$ cat src/rtl/cpu_fetch.sv
// cpu_fetch: instruction fetch stage.
// Holds the program counter, drives the instruction memory address and
// registers the returned word into the decode-stage pipeline register.
// Precedence on every edge: idle, redirect, hazard hold, halted, normal fetch.

`ifndef HALT
`define HALT 5'b00001
`endif

module cpu_fetch #(
   parameter logic [7:0]  RESET_PC = 8'h00,
   parameter logic [15:0] NOP_IR   = 16'h0000
) (
   input  logic        clock,
   input  logic        reset,
   input  logic        state,
   input  logic        stall,
   input  logic        branch_taken,
   input  logic [7:0]  branch_target,
   input  logic [15:0] i_datain,
   output logic [7:0]  i_addr,
   output logic [15:0] id_ir,
   output logic [7:0]  id_pc,
   output logic        fetch_halted
);

   logic [7:0]  pcQ;
   logic [7:0]  pcD;
   logic [15:0] irQ;
   logic [15:0] irD;
   logic [7:0]  idPcQ;
   logic [7:0]  idPcD;
   logic        haltedQ;
   logic        haltedD;
   logic [4:0]  opcode;
   logic        isHalt;

   assign opcode = i_datain[15:11];
   assign isHalt = (opcode == `HALT);

   // The memory address is the pc itself so the instruction word comes back
   // within the same cycle; all other outputs come straight from registers,
   // which keeps i_datain away from every output combinationally.
   assign i_addr       = pcQ;
   assign id_ir        = irQ;
   assign id_pc        = idPcQ;
   assign fetch_halted = haltedQ;

   // Next-state selection. Idle forces the reset image, a redirect squashes
   // whatever was fetched this cycle (including a wrong-path HALT), a stall
   // freezes everything, and once halted the stage only emits bubbles while
   // parking the pc on the address after the HALT.
   always_comb begin
      pcD     = pcQ;
      irD     = irQ;
      idPcD   = idPcQ;
      haltedD = haltedQ;
      if (!state) begin
         pcD     = RESET_PC;
         irD     = NOP_IR;
         idPcD   = 8'h00;
         haltedD = 1'b0;
      end else if (branch_taken) begin
         pcD     = branch_target;
         irD     = NOP_IR;
         idPcD   = 8'h00;
         haltedD = 1'b0;
      end else if (stall) begin
         pcD     = pcQ;
         irD     = irQ;
         idPcD   = idPcQ;
         haltedD = haltedQ;
      end else if (haltedQ) begin
         pcD     = pcQ;
         irD     = NOP_IR;
         idPcD   = 8'h00;
         haltedD = 1'b1;
      end else begin
         pcD     = pcQ + 8'd1;
         irD     = i_datain;
         idPcD   = pcQ;
         haltedD = isHalt;
      end
   end

   // State registers; the active-low reset is asynchronous so it aborts any
   // fetch, stall or halt condition without waiting for a clock edge.
   always_ff @(posedge clock or negedge reset) begin
      if (!reset) begin
         pcQ     <= RESET_PC;
         irQ     <= NOP_IR;
         idPcQ   <= 8'h00;
         haltedQ <= 1'b0;
      end else begin
         pcQ     <= pcD;
         irQ     <= irD;
         idPcQ   <= idPcD;
         haltedQ <= haltedD;
      end
   end

endmodule

$ cat config.mk
export PLATFORM = sky130hd
export DESIGN_NAME = cpu_fetch
export DESIGN_NICKNAME = d
export VERILOG_FILES = /design/src/rtl/cpu_fetch.sv
export SDC_FILE = /design/constraint.sdc
export NUM_CORES = 1
export LEC_CHECK = 0
export CELL_PAD_IN_SITES_DETAIL_PLACEMENT = 0
export CELL_PAD_IN_SITES_GLOBAL_PLACEMENT = 1
export CORE_MARGIN = 1
export CORE_UTILIZATION = 34
export DETAILED_ROUTE_END_ITERATION = 10
export GPL_TIMING_DRIVEN = 0
export PLACE_DENSITY = 0.84
export REMOVE_ABC_BUFFERS = 1
export SLEW_MARGIN = 10
export SYNTH_ARGS = -nofsm -noshare
export SYNTH_HDL_FRONTEND = slang
export SYNTH_SLANG_ARGS = --single-unit
$ cat constraint.sdc
create_clock -name clock -period 1.9 [get_ports clock]
set_input_delay 0.19 -clock clock [delete_from_list [all_inputs] [get_ports clock]]
set_output_delay 0.19 -clock clock [all_outputs]
set_load 0.005 [all_outputs]
==> results.cfg <==
[critical_path]
worstPathBufferInverterCount = 1
path_class = register to output port
critical_path_cell_sequence = clkdlybuf4s50_1
worst_r2r_endpoint = id_ir[8]
number_of_gates_on_the_worst_path_with_buffers_counted = 1
rr_startpoint = fetch_halted
timing.critical_path.from_type = register
r2r.worst_path.cells = 2
r2r_setup_slack_ns = 0.32
cp_max_fo = 10
critical-path-max-stage-delay_ns = 0.71
critPathArrivalTime_ns = 1.61
cp.required_ns = 1.71
cell_family_contributing_the_most_delay_on_the_critical_path = flip-flops
crit_path_start = fetch_halted
cp-endpoint = fetch_halted
setup.worst_path.end_class = output port
cpMaxStageDelayCell = dfrtp_1

[global_routing]
grt.overflow.total = 0
groute.usage.overall_pct = 18.5
first_global_vias = 1183
antenna_found_initial = 0
grt_start_max_net_pins = 34
grt_first_pass_wirelength_mm = 6.02

[sta]
final_count_of_hold_timing_violations = 0
relSlewSlack_pct = 50.5
report.final.setup_viol = 0
timing.final.crit_period_ns = 1.80
final.period_utilization_pct = 94.7
timing.final.max_slew_violations = 0
tightestPinTransition_ns = 0.742
fmaxAchievable_mhz = 556
final.setup_skew_ns = 0.00434
rsz_0062_raised_after_global_routing = no
layout_setup_ws_ns = 0.101

[floorplanning]
effective_utilization_at_floorplan_pct = 36.0
placement_rows = 23
dieHeight_um = 67.6
num_io_pins = 62
die-area_um2 = 4560
die_w_um = 67.6
core_um2 = 4060

[placed_design]
io_buffers = 61
gpl.final_weighted_congestion = 0.796
detailedPlace.worstSlack_ns = -0.610
detailed_place_hpwl_mm = 2.48

[logic_synthesis]
post_synth.cell_area_avg_um2 = 12.1
netlist_area_um2 = 1460
synth_ff_type = dfrtp_1
ys_seq_area_share_pct = 56.5
synth-seq-cells = 33
synthCells = 121
yosysUniqueCellTypes = 38
async_reset_ff_share_pct = 100
synth_edf_count = 0
yosysWarnings = 0

[clocking]
cts_tree = yes
numCtsBuffers = 5
clk_path_buf_depth = 2
clk_pin_slew_worst_paths_ns = 0.07
htree_num_levels = 2
cts.sink_count = 33
clkLatencyLatePin_ns = 0.28
clk_root_buffer_cell = clkbuf_8

[routing]
detail_route.vias_per_cell = 5.25
postRouteAntennaNets = 0
drt-wirelength-per-cell_um = 16.2
vias = 1229
route.final.wire_length_mm = 3.80
drc_errors = 0
firstDrtPassIters = 4
dr.first_iter.drc_count = 62

[power]
power_density_nw_per_um2 = 673
leakage_uw = 0.000929
ir_drop_v = 0.000399

[cells_and_area]
number_of_nets_in_the_final_layout = 213
drive_gt1_share_pct = 8.70
diodes = 0
area.growth.synth_to_final_pct = 50.3
finished_core_util_pct = 54.1

[flow_run]
max-cap-violations = 0

[min_path]
hold_crit_class = primary input to asynchronous set/reset pin

[outcome]
run_status = finished, final reports clean
metal layers:
layer	wire length (um)	track usage, %
met1	1770	24.9
met2	1780	27.8
met3	208	5.57
met4	40	6.38
met5	0	0
stage by stage:
step	cell area [um2]	power, uW	setup TNS (ns)	std cells	hold slack, ns
floorplan	1400	830	0	112	-0.106
global placement	2080	981	-8.77	223	0.487
detailed placement	2070	985	-8.65	223	0.295
CTS	2190	1500	0	233	0.504
global route	2200	1560	0	234	0.501
finish	2200	1480	0	234	0.501
where the power goes:
| group | switching [uW] | total, uW | internal, uW |
|---|---|---|---|
| registers | 28.1 | 757 | 729 |
| logic | 88.8 | 222 | 133 |
| clock network | 246 | 499 | 254 |
| total | 363 | 1480 | 1120 |
cell usage after synthesis, types with 2 or more instances:
master   count  area [um2]
nor3b_1      2        15.0
nand2_1      5        18.8
dfrtp_1     33         826
buf_4        3        22.5
nand3_1      2        10.0
a22o_1      21         184
buf_2        4        20.0
o21ai_0      7        35.0
nor2_1       8        30.0
xnor2_1      3        26.3
a21oi_1      4        20.0
and2_1       2        12.5
a31oi_1      2        12.5
worst min path at each step:
stage | from | end | slack, ns | depth (start not counted)
3_5_place_dp | reset | id_pc[6] | 0.30 | 1
4_1_cts | i_datain[1] | id_ir[1] | 0.50 | 2
5_1_grt | i_datain[1] | id_ir[1] | 0.50 | 2
3_3_place_gp | id_ir[8] | id_ir[8] | 0.49 | 1
6_report | reset | id_pc[6] | 0.50 | 2
2_1_floorplan | reset | fetch_halted | -0.11 | 0
cell type report:
cell class / count / area [um2]
fillers: 361 / 1860
flip-flops and latches: 33 / 826
repair buffers: 63 / 622
multi-input cells: 79 / 599
clock buffers: 6 / 72.6
well taps: 50 / 62.6
clock inverters: 2 / 10.0
inverters: 1 / 3.75
sequential cells by signal (all words and copies together) (netlist names):
register      count
i_addr            8
id_pc             8
id_ir            16
fetch_halted      1
cells in the final DEF, fill, tap and decap left out, types with 2 or more instances in the layout:
cell / netlist / final
xnor2_1: 3 / 3
nor4b_4: 1 / 2
and2_1: 2 / 2
nand3_1: 2 / 2
a21oi_1: 4 / 4
clkbuf_8: 0 / 5
nor3b_1: 2 / 2
o21ai_0: 7 / 7
a22o_1: 21 / 21
nor2_1: 8 / 8
clkinv_2: 0 / 2
a31oi_1: 2 / 2
nand2_1: 5 / 5
clkdlybuf4s50_1: 0 / 59
dfrtp_1: 33 / 33
what timing repair did:
action | 4_1_cts | 5_1_grt
pin swaps | 1 | 0
buffers inserted | 0 | 1
hold buffers | 1 | 0
resized for setup | 3 | 0
cloned | 1 | 0
hold endpoints to repair | 32 | 0
endpoints found under the setup margin | 22 | 1
cells by family after synthesis:
logic type | Yosys count | synth area share [%]
simple gates | 29 | 13.0
compound gates | 43 | 22.3
flops | 33 | 56.5
xor+xnor | 4 | 2.40
mux | 1 | 0.685
fa+ha+maj | 1 | 0.856
buf+inv | 10 | 4.19
(Power assumes the default switching activity.)
